$ cat config.mk
export PLATFORM = sky130hd
export DESIGN_NAME = sigmoid_backward
export DESIGN_NICKNAME = d
export VERILOG_FILES = /design/src/rtl/sigmoid_backward.sv
export SDC_FILE = /design/constraint.sdc
export NUM_CORES = 1
export LEC_CHECK = 0
export CORE_ASPECT_RATIO = 2
export CORE_MARGIN = 5
export CORE_UTILIZATION = 56
export DETAILED_ROUTE_END_ITERATION = 10
export GPL_ROUTABILITY_DRIVEN = 0
export PLACE_DENSITY = 0.73
export SLEW_MARGIN = 20
export SYNTH_ARGS = -nofsm -noshare
export SYNTH_HDL_FRONTEND = slang
export SYNTH_SLANG_ARGS = --single-unit
export TNS_END_PERCENT = 50
$ cat constraint.sdc
create_clock -name clk -period 15.3 [get_ports clk]
set_input_delay 2.295 -clock clk [delete_from_list [all_inputs] [get_ports clk]]
set_output_delay 2.295 -clock clk [all_outputs]
set_load 0.05 [all_outputs]
$ cat src/rtl/sigmoid_backward.sv
// sigmoid_backward: local sigmoid gradient grad_in = grad_out * y * (1 - y),
// computed in a 3-stage fixed-point pipeline under one global valid/ready stall.
module sigmoid_backward #(
  parameter int Y_W    = 17,
  parameter int GRAD_W = 18,
  parameter int FRAC   = 16
) (
  input  logic              clk,
  input  logic              reset_n,
  input  logic              in_valid,
  output logic              in_ready,
  input  logic [Y_W-1:0]    y,
  input  logic [GRAD_W-1:0] grad_out,
  output logic              out_valid,
  input  logic              out_ready,
  output logic [GRAD_W-1:0] grad_in,
  output logic              range_err,
  input  logic              err_clr
);

  localparam int D_W = FRAC - 1;           // y*(1-y) never exceeds 0.25
  localparam int PW  = 2 * Y_W;
  localparam int GW  = GRAD_W + D_W + 1;   // signed grad times zero-extended d

  localparam logic [Y_W-1:0]       ONE    = Y_W'(1 << FRAC);
  localparam logic [PW-1:0]        HALF_U = PW'(1 << (FRAC - 1));
  localparam logic signed [GW-1:0] HALF_S = GW'(1 << (FRAC - 1));

  logic                     adv;
  logic                     v1, v2;
  logic [Y_W-1:0]           yc1, om1;
  logic [GRAD_W-1:0]        g1, g2;
  logic [D_W-1:0]           d2;

  logic                     y_over;
  logic [Y_W-1:0]           yc_next;
  logic [PW-1:0]            yo_prod;
  logic [D_W-1:0]           d_next;
  logic signed [GW-1:0]     gd_prod;
  logic [GRAD_W-1:0]        grad_next;

  // Single stall signal for every stage; in_ready never looks at in_valid.
  assign adv      = ~out_valid | out_ready;
  assign in_ready = adv;

  assign y_over  = y > ONE;
  assign yc_next = y_over ? ONE : y;

  assign yo_prod = PW'(yc1) * PW'(om1);
  assign d_next  = D_W'((yo_prod + HALF_U) >> FRAC);

  // Arithmetic shift after adding one half gives round-half-up (ties to +inf).
  assign gd_prod   = GW'($signed(g2)) * GW'($signed({1'b0, d2}));
  assign grad_next = GRAD_W'((gd_prod + HALF_S) >>> FRAC);

  always_ff @(posedge clk or negedge reset_n) begin
    if (!reset_n) begin
      v1        <= 1'b0;
      v2        <= 1'b0;
      out_valid <= 1'b0;
      grad_in   <= '0;
      range_err <= 1'b0;
    end else begin
      if (adv) begin
        v1        <= in_valid;
        v2        <= v1;
        out_valid <= v2;
        if (v2) grad_in <= grad_next;
      end
      if (in_valid && adv && y_over) range_err <= 1'b1;
      else if (err_clr)              range_err <= 1'b0;
    end
  end

  // NOTE: datapath registers carry no reset; the valid bits qualify them, so
  // their contents while invalid are don't-care and the reset tree stays small.
  always_ff @(posedge clk) begin
    if (adv) begin
      yc1 <= yc_next;
      om1 <= ONE - yc_next;
      g1  <= grad_out;
      d2  <= d_next;
      g2  <= g1;
    end
  end

endmodule

[After elaboration in Yosys (flattened, before gate mapping)]
Cells that the tools add are included.
Cells by class
  add/subtract/negate cells: 3
  $mul: 2
  magnitude comparators: 1
  mux-type cells: 3
  bitwise gates (word level): 2
  reduce and logical (&&, ||, !) cells: 4
Operators with widths (count)
  $add 34x17->34 const B: 1
  $mul 18x16->34: 1
  $add 31x16->31 const B: 1
  $mul 17x17->31: 1
  $gt 17x17->1 const B: 1
  $mux 17: 1
  $sub 17x17->17 const A: 1
  $logic_and 1x1->1: 2
  $mux 1: 2
  $reduce_and 2->1: 1
  $reduce_bool 2->1: 1
  $not 1->1: 1
  $or 1x1->1: 1
Word-level totals
  bits in registers: 107
  bits of input ports: 40
  output and inout bits: 21
  word-level logic and storage cells: 25

[Longest topological paths before layout]
Gate-level depths: netlist (run 1).
  depth after elaboration: 5
  mapped depth: 23
  depth with buffers taken out: 22

[Worst setup path after synthesis (run 1)]
OpenSTA, ideal clock, no wires.
  kind: in2out
  from: input out_ready
  to: output in_ready
  arrival: 5.200 ns
  required time: 13.005 ns
  slack: 7.805 ns
  cell stages on the path: 2
  path buffers: 1
  cell sequence: nand2b_1 > clkbuf_1
On the way
  word-level cells in the longest chain between the ends: 1
RTL lines
  start: declaration: RTL line 15  | input logic out_ready,
  $or 1x1->1: RTL line 43  | assign adv = ~out_valid | out_ready;
  end: declaration: RTL line 11  | output logic in_ready,
Every way passes these cells.

[Worst setup path after layout (run 1)]
  from: register d2[1]
  to: register grad_in[15]
On the way
  word-level cells in the longest chain between the ends: 2
RTL lines
  start: declaration: RTL line 33  | logic [D_W-1:0] d2;
  start signal: assignment: RTL line 82  | d2 <= d_next;
  $mul 18x16->34: RTL line 53  | assign gd_prod = GW'($signed(g2)) * GW'($signed({1'b0, d2}));
  $add 34x17->34: RTL line 54  | assign grad_next = GRAD_W'((gd_prod + HALF_S) >>> FRAC);
  end signal: assignment: RTL line 68  | if (v2) grad_in <= grad_next;
  end: declaration: RTL line 16  | output logic [GRAD_W-1:0] grad_in,
Every way passes these cells.
A chain may end at the register's enable or synchronous reset.

==> results of run 1 <==
==> per-layer routing <==
| layer | track usage | up-vias | routed length (µm) |
|---|---|---|---|
| li1 | - | 6985 | - |
| met1 | 0.230 | 8166 | 16700 |
| met2 | 0.518 | 509 | 32600 |
| met3 | 0.0274 | 229 | 1870 |
| met4 | 0.183 | 0 | 4640 |
| met5 | 0 | - | 0 |
==> logic make-up (layout without fill, tap and decap cells) <==
logic type,Yosys count,count (layout),share of synthesized area
other,0,2,0
flip-flops,106,106,0.134
XOR/XNOR,53,53,0.0202
adder cells (fa/ha/maj),693,693,0.539
multiplexers,2,2,0.000926
AO/OA/AOI/OAI,127,127,0.0389
buffers and inverters,690,685,0.113
AND/OR/NAND/NOR,701,701,0.154
==> placed cells by master, fill, tap and decap left out, types with 3 or more instances in the layout <==
cell	n
a211oi_1	7
a21o_1	9
a21oi_1	26
a31o_2	3
a31oi_1	6
and2_1	297
and3_1	7
clkbuf_16	9
clkdlybuf4s50_1	59
dfrtp_1	22
edfxtp_1	84
fa_1	493
ha_1	200
inv_1	607
nand2_1	312
nand3_1	5
nand4_1	7
nor2_1	28
nor2b_1	12
nor3_1	14
nor4_1	3
o211ai_1	7
o21a_1	7
o21ai_0	29
o21bai_1	3
o31ai_1	5
or3_1	5
xnor2_1	37
xor2_1	16
==> flip-flops by register name, indices dropped and copies added, names as in the netlist <==
signal	flops
om1	16
v2	1
d2	15
yc1	17
g2	18
out_valid	1
v1	1
grad_in	18
range_err	1
g1	18
==> final cells by class <==
cell class	instances	area [µm²]	area share
multi-input combinational	1576	17300	0.714
sequential	106	3070	0.127
inverter	607	2280	0.0941
tap	535	669	0.0276
timing repair buffer	62	611	0.0252
clock buffer	10	229	0.00945
clock inverter	6	48.8	0.00201
antenna	2	5.00	0.000207
==> worst max path at each step <==
stage	from	endpoint	slack (ns)	cells after the start
floorplan	out_ready	in_ready	7.80	2
global placement	d2[1]$_DFFE_PN_	grad_in[15]$_DFFE_PN0P_	8.72	19
detailed placement	d2[1]$_DFFE_PN_	grad_in[15]$_DFFE_PN0P_	8.52	19
CTS	d2[1]$_DFFE_PN_	grad_in[15]$_DFFE_PN0P_	8.48	19
global route	d2[1]$_DFFE_PN_	grad_in[15]$_DFFE_PN0P_	8.09	19
finish	d2[1]$_DFFE_PN_	grad_in[15]$_DFFE_PN0P_	8.46	19
==> synthesized netlist by cell type, drive strengths merged (6+ instances only) <==
master,instances,share of area
and3,7,0.0019
clkbuf,81,0.013
a21o,9,0.0029
edfxtp,84,0.11
nor3,14,0.0031
a31oi,6,0.0016
nor2,28,0.0046
ha,200,0.11
inv,607,0.099
o21a,7,0.0023
nand2,312,0.051
xor2,16,0.0061
nand4,7,0.0019
a211oi,7,0.0023
o211ai,7,0.0023
fa,493,0.43
xnor2,37,0.014
nor2b,12,0.0033
and2,297,0.081
o21ai,30,0.0067
a21oi,26,0.0057
dfrtp,22,0.024
o31ai,6,0.0022
==> per-stage QoR <==
stage                     cells  hold WS, ns   util
final                      2904        0.423  0.593
after global routing       2903        0.438  0.593
after CTS                  2902        0.425  0.593
after detailed placement   2886        0.405  0.586
after global placement     2886        0.403  0.586
after floorplan            2372        0.400      -
==> metrics.cfg, run 1 <==
[outcome]
status=complete, no violations

[worst_setup_path]
crit_arrival_ns=7.11
crit_fanout=18
crit_slowest_cell=fa_1
crit_chain=nand2_1 -> inv_1 -> fa_1 -> fa_1 -> fa_1 -> fa_1 -> fa_1 -> inv_1 -> fa_1 -> inv_1 -> ha_1 -> nand4_1 -> nor2_1 -> nand4_1 -> o2111ai_1 -> nand3_1 -> a311oi_1 -> o21ai_0 -> a31o_2
crit_type=reg -> reg
crit_buf_inv=3
r2r_cells=19
startpoint_type=flip-flop
r2r-start=d2[1]$_DFFE_PN_
cp-end-kind=flip-flop
max_stage_delay_ns=0.77
r2r_slack_ns=8.46
cp_common_cell=fa_1
reg2reg_to=grad_in[15]$_DFFE_PN0P_
critPathRequiredTime_ns=15.57
critPathTopFamily=adder cells

[timing]
relSlewSlack=0.356
fin_worst_skew_ns=0.0171
worst_slack_ns=8.46
slew_viol_final=0
rsz0062_at_grt=false
period_share=0.447
worst_pin_slew_ns=0.964
hold_violations=0
setup_violations=0
max_freq_mhz=146
period_needed_ns=6.84
tns_ns=0

[layout]
drive_gt1_frac=0.0139
fin_nets=3095
finalInstanceArea_mm2=0.0242
num-fill-cells=3457
syn_to_final_growth_pct=5.48

[placement]
dpl_cell_area_mm2=0.0239
pre_cts_ws_ns=8.52
post-dp-hpwl_um=47600
port_buffers=60

[floorplan]
dieHeight_um=296
initial_core_util=0.562
die_w_um=153
core.rowCount=105
num_io_pins=61
die_area_mm2=0.0454
coreArea_mm2=0.0409

[detailed_routing]
drt_wl_total_um=55800
via_count=15889
drtIter0Drc=753
drc=0
firstDrtPassIters=8
antenna_left=0
wl_per_cell_um=19.2
vias_per_cell=5.47

[yosys]
ys_types=63
avgSynthCellArea_um2=9.68
yosysWarnings=0
syn-num-nets=3105
synth_ff_type=edfxtp_1
seq_area_frac_synth=0.134
synth-edff-count=84
synthCells=2372
async_reset_ff_frac=0.208
ys_seq_elements=106
syn_area_mm2=0.0230

[clock_network]
numCtsBuffers=9
cts_resized=0
cts_max_level=3
cts_sinks=106
cts_root_buf=clkbuf_16
cts_tree=built
clk_latency_ns=0.39
cts.clk_slew.worst_paths_ns=0.08
cts_hold_buf=0
cts_setup_buffers=0
cts_buffer_depth=2

[global_route]
overflow=0
grt_pass1_vias=18381
grt_pass1_wl_um=90800
antenna_found_initial=1
grt_max_degree=73
grt_util_all_layers=0.257

[job]
max_cap_viol_count=0

[worst_hold_path]
min_from=g1[13]$_DFFE_PN_
min_delay_path_depth=0
hold_class=reg -> reg
hold_path_end=g2[13]$_DFFE_PN_

Power of run 1 is not shown: default switching activity piles up to over one toggle a cycle in this logic, so the estimate is an artifact.
==> run 2: changes to the inputs <==
- PLACE_DENSITY: 0.73 -> 0.76
- clock period: 15.3 -> 6.05 ns (I/O delays scaled with it)
==> metrics.cfg, run 2 (synthesis gave the netlist of run 1 again) <==
[outcome]
status=finished with violations  ; was complete, no violations
violations=setup timing

[worst_hold_path]
min_from=g1[5]$_DFFE_PN_  ; was g1[13]$_DFFE_PN_
hold_class=reg -> reg  ; unchanged

[timing]
slew_viol_final=0  ; unchanged
worst_slack_ns=-0.0775  ; was 8.46 ns
hold_violations=0  ; unchanged
tns_ns=-0.309  ; was 0 ns
max_freq_mhz=163  ; was 146 MHz
relSlewSlack=0.333  ; was 0.356
worst_pin_slew_ns=0.998  ; was 0.964 ns
rsz0062_at_grt=true  ; was false
setup_violations=7  ; was 0
fin_worst_skew_ns=0.0146  ; was 0.0171 ns
period_share=1.01  ; was 0.447
period_needed_ns=6.13  ; was 6.84 ns

[worst_setup_path]
startpoint_type=flip-flop  ; unchanged
crit_arrival_ns=6.43  ; was 7.11 ns
cp-end-kind=flip-flop  ; unchanged
r2r-start=d2[10]$_DFFE_PN_  ; was d2[1]$_DFFE_PN_
critPathRequiredTime_ns=6.35  ; was 15.57 ns
crit_fanout=9  ; was 18
crit_path_start=d2[10]$_DFFE_PN_  ; was d2[1]$_DFFE_PN_
crit_type=reg -> reg  ; unchanged

[clock_network]
cts.clk_slew.worst_paths_ns=0.09  ; was 0.08 ns
cts_tree=built  ; unchanged
cts_max_level=3  ; unchanged
numCtsBuffers=9  ; unchanged
cts_root_buf=clkbuf_16  ; unchanged
cts_sinks=106  ; unchanged
cts_buffer_depth=2  ; unchanged
clk_latency_ns=0.39  ; about the same
cts_hold_buf=0  ; unchanged

[detailed_routing]
drtIter0Drc=663  ; was 753
drc=0  ; unchanged
vias_per_cell=5.38  ; was 5.47
wl_per_cell_um=18.9  ; was 19.2 µm
via_count=16747  ; was 15889
antenna_left=0  ; unchanged
drt_wl_total_um=58700  ; was 55800 µm
firstDrtPassIters=5  ; was 8

[layout]
fin_nets=3306  ; was 3095
num-fill-cells=3118  ; was 3457
drive_gt1_frac=0.130  ; was 0.0139
final_common_cell=inv_1  ; unchanged
top_regs=g1 x18, g2 x18, grad_in x18  ; unchanged
multi_input_area_mm2=0.0178  ; was 0.0173 mm²
regArea_mm2=0.00307  ; unchanged
antenna_cells=0  ; was 2
mostFrequentLayoutCells=inv_1, fa_1, nand2_1  ; unchanged
syn_to_final_growth_pct=15.2  ; was 5.48%

[floorplan]
core.rowCount=105  ; unchanged
initial_core_util=0.562  ; unchanged
coreArea_mm2=0.0409  ; unchanged
dieHeight_um=296  ; unchanged
num_io_pins=61  ; unchanged
die_w_um=153  ; unchanged
die_area_mm2=0.0454  ; unchanged

[global_route]
grt_max_degree=73  ; unchanged
antenna_found_initial=0  ; was 1
grt_pass1_wl_um=94300  ; was 90800 µm
grt_pass1_vias=19442  ; was 18381
grt_util_all_layers=0.266  ; was 0.257
overflow=0  ; unchanged

[placement]
port_buffers=60  ; unchanged
post-dp-hpwl_um=50800  ; was 47600 µm

[job]
max_cap_viol_count=0  ; unchanged

-- run 2: cell types whose count changed in the layout (fill, tap and decap cells not counted), moves of 12 or more --
cell / previous run / this run
fa_2: 0 / 16
buf_6: 0 / 30
ha_1: 200 / 181
o21ai_0: 29 / 17
fa_1: 493 / 477
ha_4: 0 / 14
and2_4: 0 / 12
buf_4: 2 / 180
and2_1: 297 / 285
-- run 2: path summary, 6_finish.rpt --
path	cells after the start	slack [ns]	endpoint
max	21	-0.08	grad_in[17]$_DFFE_PN0P_
min	0	0.42	g2[5]$_DFFE_PN_
max reg2reg	21	-0.08	grad_in[17]$_DFFE_PN0P_
min reg2reg	0	0.42	g2[5]$_DFFE_PN_
max in group asynchronous	1	5.20	grad_in[2]$_DFFE_PN0P_
min in group asynchronous	1	0.49	grad_in[16]$_DFFE_PN0P_
-- run 2: what timing repair did --
item,CTS,global route
buffers inserted,25,22
endpoints found under the setup margin,18,21
pin swaps,28,68
resized for setup,44,98
-- run 2: layer usage --
| layer | global-route usage | up-vias | part of all wire |
|---|---|---|---|
| met5 | 0 | - | 0 |
| met4 | 0.212 | 0 | 0.099 |
| met3 | 0.0256 | 312 | 0.029 |
| met2 | 0.537 | 566 | 0.58 |
| met1 | 0.230 | 8476 | 0.29 |
| li1 | - | 7393 | - |
-- run 2: per-stage QoR --
| step | hold slack (ns) | cells | setup WS, ns | cell area (µm²) | utilization |
|---|---|---|---|---|---|
| 2_1_floorplan | 0.400 | 2372 | 0.0753 | 23000 | - |
| 3_3_place_gp | 0.402 | 3051 | -0.375 | 25200 | 0.617 |
| 3_5_place_dp | 0.405 | 3051 | -0.506 | 25200 | 0.617 |
| 4_1_cts | 0.425 | 3092 | -0.00397 | 25900 | 0.634 |
| 5_1_grt | 0.432 | 3113 | -0.196 | 26500 | 0.647 |
| 6_report | 0.423 | 3113 | -0.0775 | 26500 | 0.647 |
-- run 2: critical path, cell delays in order, from the launching register on --
cell and delay, ns:
edfxtp_1 0.33, buf_4 0.21, nand2_1 0.12, fa_1 0.55, inv_1 0.06, fa_1 0.59
fa_1 0.48, fa_1 0.52, fa_1 0.53, inv_1 0.05, fa_1 0.56, inv_2 0.06
ha_4 0.27, nand4_1 0.14, nor2_2 0.22, nand4_1 0.21, o2111ai_4 0.33, buf_6 0.15
nand4_1 0.15, and2_4 0.20, o21a_1 0.18, o211ai_1 0.14
-- run 2: area by class of cell --
class / instances / area share
clock buffer: 9 / 0.00851
clock inverter: 7 / 0.00284
inverter: 607 / 0.0861
multi-input combinational: 1576 / 0.672
sequential: 106 / 0.116
tap: 535 / 0.0253
timing repair buffer: 273 / 0.0886
Power of run 2 is left out for the same reason.
==> run 3: changes to the inputs <==
- SLEW_MARGIN: 20 -> not set
==> metrics.cfg, run 3 (synthesis gave the netlist of run 1 again) <==
[worst_setup_path]
startpoint_type=flip-flop  ; unchanged
crit_slowest_cell=fa_1  ; unchanged
max_stage_delay_ns=0.59  ; about the same
r2r_cells=21  ; unchanged
crit_type=reg -> reg  ; unchanged
cp_common_cell=fa_1  ; unchanged
cp-end-kind=flip-flop  ; unchanged
crit_fanout=9  ; unchanged
crit_chain=buf_4 -> nand2_1 -> fa_1 -> inv_1 -> fa_1 -> fa_1 -> fa_1 -> fa_1 -> inv_1 -> fa_1 -> inv_2 -> ha_4 -> nand4_1 -> nor2_2 -> nand4_1 -> o2111ai_4 -> buf_6 -> nand4_1 -> and2_4 -> o21a_1 -> o211ai_1  ; unchanged
crit_arrival_ns=6.43  ; about the same
critPathRequiredTime_ns=6.35  ; about the same

[timing]
worst_pin_slew_ns=1.04  ; was 0.998 ns
slew_viol_final=0  ; unchanged
worst_slack_ns=-0.0778  ; was -0.0775 ns
rsz0062_at_grt=true  ; unchanged
setup_violations=7  ; unchanged
hold_violations=0  ; unchanged
period_share=1.01  ; about the same
fin_worst_skew_ns=0.0138  ; was 0.0146 ns
relSlewSlack=0.305  ; was 0.333
max_freq_mhz=163  ; about the same
period_needed_ns=6.13  ; about the same

[global_route]
antenna_found_initial=0  ; unchanged
grt_util_all_layers=0.266  ; unchanged
use_met1=0.230  ; unchanged
grt_max_degree=73  ; unchanged
grtUsageMet2=0.537  ; unchanged
top_usage_layer=met2  ; unchanged
overflow=0  ; unchanged
grt_pass1_wl_um=94300  ; unchanged
grt_pass1_vias=19442  ; unchanged
grt_use_met3=0.0256  ; unchanged

[clock_network]
clk_latency_ns=0.39  ; about the same
cts_tree=built  ; unchanged
cts_root_buf=clkbuf_16  ; unchanged
cts.clk_slew.worst_paths_ns=0.09  ; about the same
cts_hold_buf=0  ; unchanged
cts_buffer_depth=2  ; unchanged
numCtsBuffers=9  ; unchanged
cts_max_level=3  ; unchanged
cts_sinks=106  ; unchanged

[floorplan]
dieHeight_um=296  ; unchanged
core.rowCount=105  ; unchanged
num_io_pins=61  ; unchanged
coreArea_mm2=0.0409  ; unchanged
die_area_mm2=0.0454  ; unchanged
die_w_um=153  ; unchanged
initial_core_util=0.562  ; unchanged

[placement]
port_buffers=60  ; unchanged
post-dp-hpwl_um=50800  ; unchanged

[job]
max_cap_viol_count=0  ; unchanged

[detailed_routing]
firstDrtPassIters=5  ; unchanged
drt_wl_total_um=58700  ; about the same
drtIter0Drc=663  ; unchanged
vias_per_cell=5.38  ; about the same
via_count=16746  ; was 16747
antenna_left=0  ; unchanged
wl_per_cell_um=18.9  ; about the same
drc=0  ; unchanged

[layout]
syn_to_final_growth_pct=15.2  ; about the same
fin_util=0.648  ; was 0.647
num-fill-cells=3117  ; was 3118
antenna_cells=0  ; unchanged
final_common_cell=inv_1  ; unchanged
fin_nets=3306  ; unchanged
top_regs=g1 x18, g2 x18, grad_in x18  ; unchanged
drive_gt1_frac=0.130  ; about the same
mostFrequentLayoutCells=inv_1, fa_1, nand2_1  ; unchanged

[outcome]
violations=setup timing  ; unchanged
status=finished with violations  ; unchanged

[worst_hold_path]
hold_class=reg -> reg  ; unchanged
min_delay_path_depth=0  ; unchanged

run 3: changes by cell type in the layout (fill, tap and decap cells not counted):
| cell | previous run | this run |
|---|---|---|
| buf_2 | 1 | 0 |
| clkdlybuf4s50_1 | 59 | 60 |
run 3: timing repair:
item	4_1_cts	5_1_grt
buffers inserted	25	22
endpoints found under the setup margin	18	21
resized for setup	44	98
pin swaps	28	68
run 3: path summary, 6_finish.rpt:
kind                             startpoint                 endpoint  slack (ns)
min reg2reg                 g1[5]$_DFFE_PN_          g2[5]$_DFFE_PN_        0.42
max in group asynchronous           reset_n   grad_in[2]$_DFFE_PN0P_        4.33
max reg2reg                d2[10]$_DFFE_PN_  grad_in[17]$_DFFE_PN0P_       -0.08
min                         g1[5]$_DFFE_PN_          g2[5]$_DFFE_PN_        0.42
max                        d2[10]$_DFFE_PN_  grad_in[17]$_DFFE_PN0P_       -0.08
min in group asynchronous           reset_n  grad_in[16]$_DFFE_PN0P_        1.08
run 3: cell type report:
class,count,area (µm²),area share
Clock buffer,9,225,0.00851
Clock inverter,7,75.1,0.00284
Inverter,607,2280,0.0861
Multi-Input combinational cell,1576,17800,0.672
Sequential cell,106,3070,0.116
Tap cell,535,669,0.0253
Timing Repair Buffer,273,2350,0.0888
run 3: critical path: cells and delay by family, from the launching register on:
kind	cells	cell delay, ns
adders and majority gates	7	3.50
DFF	1	0.33
and+or+nand+nor	6	1.04
buffers and inverters	5	0.53
AOI/OAI and AO/OA	3	0.65
run 3: stage by stage:
step	hold WS (ns)	instances	setup slack, ns	TNS, ns	instance area [µm²]
after CTS	0.425	3092	-0.00397	-0.00397	25900
after global placement	0.402	3051	-0.375	-0.649	25200
after detailed placement	0.405	3051	-0.506	-2.61	25200
after global routing	0.432	3113	-0.196	-1.71	26500
final	0.424	3113	-0.0778	-0.311	26500
after floorplan	0.400	2372	0.0753	0	23000
run 3: routing by layer:
metal	wire length, µm	part of all wire
met2	34200	0.58
met5	0	0
met1	17000	0.29
met4	5810	0.099
met3	1710	0.029
Power of run 3 is left out for the same reason.
==> patch: new RTL, flow settings as in run 1 <==
Put one more register stage on the output `range_err`, with the module's reset. The value now appears one clock later. The other outputs are not delayed to match.
--- a/src/rtl/sigmoid_backward.sv
+++ b/src/rtl/sigmoid_backward.sv
@@ -25,6 +25,8 @@
   localparam logic [Y_W-1:0]       ONE    = Y_W'(1 << FRAC);
   localparam logic [PW-1:0]        HALF_U = PW'(1 << (FRAC - 1));
   localparam logic signed [GW-1:0] HALF_S = GW'(1 << (FRAC - 1));
+
+  logic range_err_s0;
 
   logic                     adv;
   logic                     v1, v2;
@@ -59,7 +61,7 @@
       v2        <= 1'b0;
       out_valid <= 1'b0;
       grad_in   <= '0;
-      range_err <= 1'b0;
+      range_err_s0 <= 1'b0;
     end else begin
       if (adv) begin
         v1        <= in_valid;
@@ -67,8 +69,8 @@
         out_valid <= v2;
         if (v2) grad_in <= grad_next;
       end
-      if (in_valid && adv && y_over) range_err <= 1'b1;
-      else if (err_clr)              range_err <= 1'b0;
+      if (in_valid && adv && y_over) range_err_s0 <= 1'b1;
+      else if (err_clr)              range_err_s0 <= 1'b0;
     end
   end
 
@@ -84,5 +86,13 @@
     end
   end
 
+  always_ff @(posedge clk or negedge reset_n) begin
+    if (!reset_n) begin
+      range_err <= '0;
+    end else begin
+      range_err <= range_err_s0;
+    end
+  end
+
 endmodule
 
Function: changed (a bounded check fails within 4 cycles, from zero or initial values and one cycle with reset_n low).
==> patch against run 1 <==
Final area rose by 0.20%; routed wire length up 0.74%; sequential cell count increased by 1; largest cell class unchanged; synthesized cell count barely moved; worst setup slack improved by 49 ps; first-iteration DRC count fell by 11%; hold slack got worse by 33 ps; area after synthesis rose by 0.11%; critical path type unchanged.
Power is not shown: default switching activity piles up to over one toggle a cycle in this logic, so the estimate is an artifact.
==> patch: results <==
group,metric,value,unit
grt,grt_max_degree,73,
logic_synthesis,yosys_warnings,0,
grt,grt_pass1_wl,91670,µm
routing,drtPass1Iterations,5,
logic_synthesis,netlist-cell-type-count,63,
placement,hpwlAfterDp,47800,µm
clocking,root_buffer,"clkbuf_16",
min_path,holdPathStages,0,
grt,grt_pass1_vias,18330,
logic_synthesis,synth_enable_flop_cells,84,
routing,route.vias.total,15817,
logic_synthesis,synthFlopType,"edfxtp_1",
sta,relSlewSlack,36.28,%
logic_synthesis,synth.area.top_cells,"fa_1 43%, edfxtp_1 11%, ha_1 11%",
clocking,clock_latency,380,ps
clocking,clkTransAtPathRegs,90,ps
setup_path,path_delay_family,"adder cells",
setup_path,max_stage_delay,860,ps
outcome,status,"finished clean",
logic_synthesis,synth_common_cells,"607 x inv_1, 493 x fa_1, 312 x nand2_1",
min_path,hold_class,"flip-flop to flip-flop",
logic_synthesis,ys_seq_area_share,13.48,%
setup_path,r2r-start,"d2[7]",
grt,grt_use_total,25.97,%
clocking,cts_max_level,3,
setup_path,arrival,7070,ps
logic_synthesis,synthArstFlopShare,21.50,%
setup_path,crit_slowest_cell,"edfxtp_1",
setup_path,reg2regPathDepth,19,
min_path,holdCritStartpoint,"range_err_s0",
setup_path,path_class,"flip-flop to flip-flop",
cells_and_area,nNetsFinal,3098,
placement,portBuffers,60,
sta,clock_skew,12.32,ps
routing,drtIter0Drc,671,
routing,avgRoutedWirePerCell,19.32,µm
cells_and_area,top_regs,"g1 (18), g2 (18), grad_in (18)",
clocking,cts.path.max_buffers,2,
logic_synthesis,syn_nets,3106,
clocking,cts_resized,0,
setup_path,critPathMaxFanout,18,
cells_and_area,drive_above_1_share,1.519,%
clocking,post_cts_buffers,0,
clocking,numCtsBuffers,9,
grt,antenna_found_initial,0,
[patch: metrics by stage]
stage	cells	hold slack [ps]	setup WS (ps)	cell area [µm²]
CTS	2905	398.7	8599	24260
finish	2907	389.6	8510	24260
global placement	2889	361.4	8763	23980
floorplan	2373	353.7	7805	22980
detailed placement	2889	390.6	8627	23980
global route	2905	412.9	8205	24260
[patch: worst paths after layout]
check                      slack [ps]          end
max reg2reg                      8510  grad_in[15]
max in group asynchronous       13060           v1
min reg2reg                       390    range_err
min                               390    range_err
max                              8510  grad_in[15]
min in group asynchronous        1880    range_err
[patch: layer usage]
metal	up-vias	wire [µm]	track usage, %
met3	231	2054	2.679
met5	-	0	0
met2	519	33010	52.34
met4	0	4439	17.36
li1	6982	-	-
met1	8085	16660	23.95
[patch: final cells by class]
type                            instances  area (µm²)
Antenna cell                            2       5.005
Clock buffer                           10       230.2
Clock inverter                          6       55.05
Fill cell                            3523       16590
Inverter                              607        2278
Multi-Input combinational cell       1576       17300
Sequential cell                       107        3098
Tap cell                              535       669.4
Timing Repair Buffer                   64       625.6
[patch: kinds of logic after synthesis]
kind of cell               Yosys count  synth area share (%)
xor gates and xnor gates            53                 2.020
muxes                                2               0.09254
buffers and inverters              690                 11.27
adders and majority gates          693                 53.83
AOI/OAI and AO/OA                  127                 3.887
DFF                                107                 13.48
and+or+nand+nor                    701                 15.42
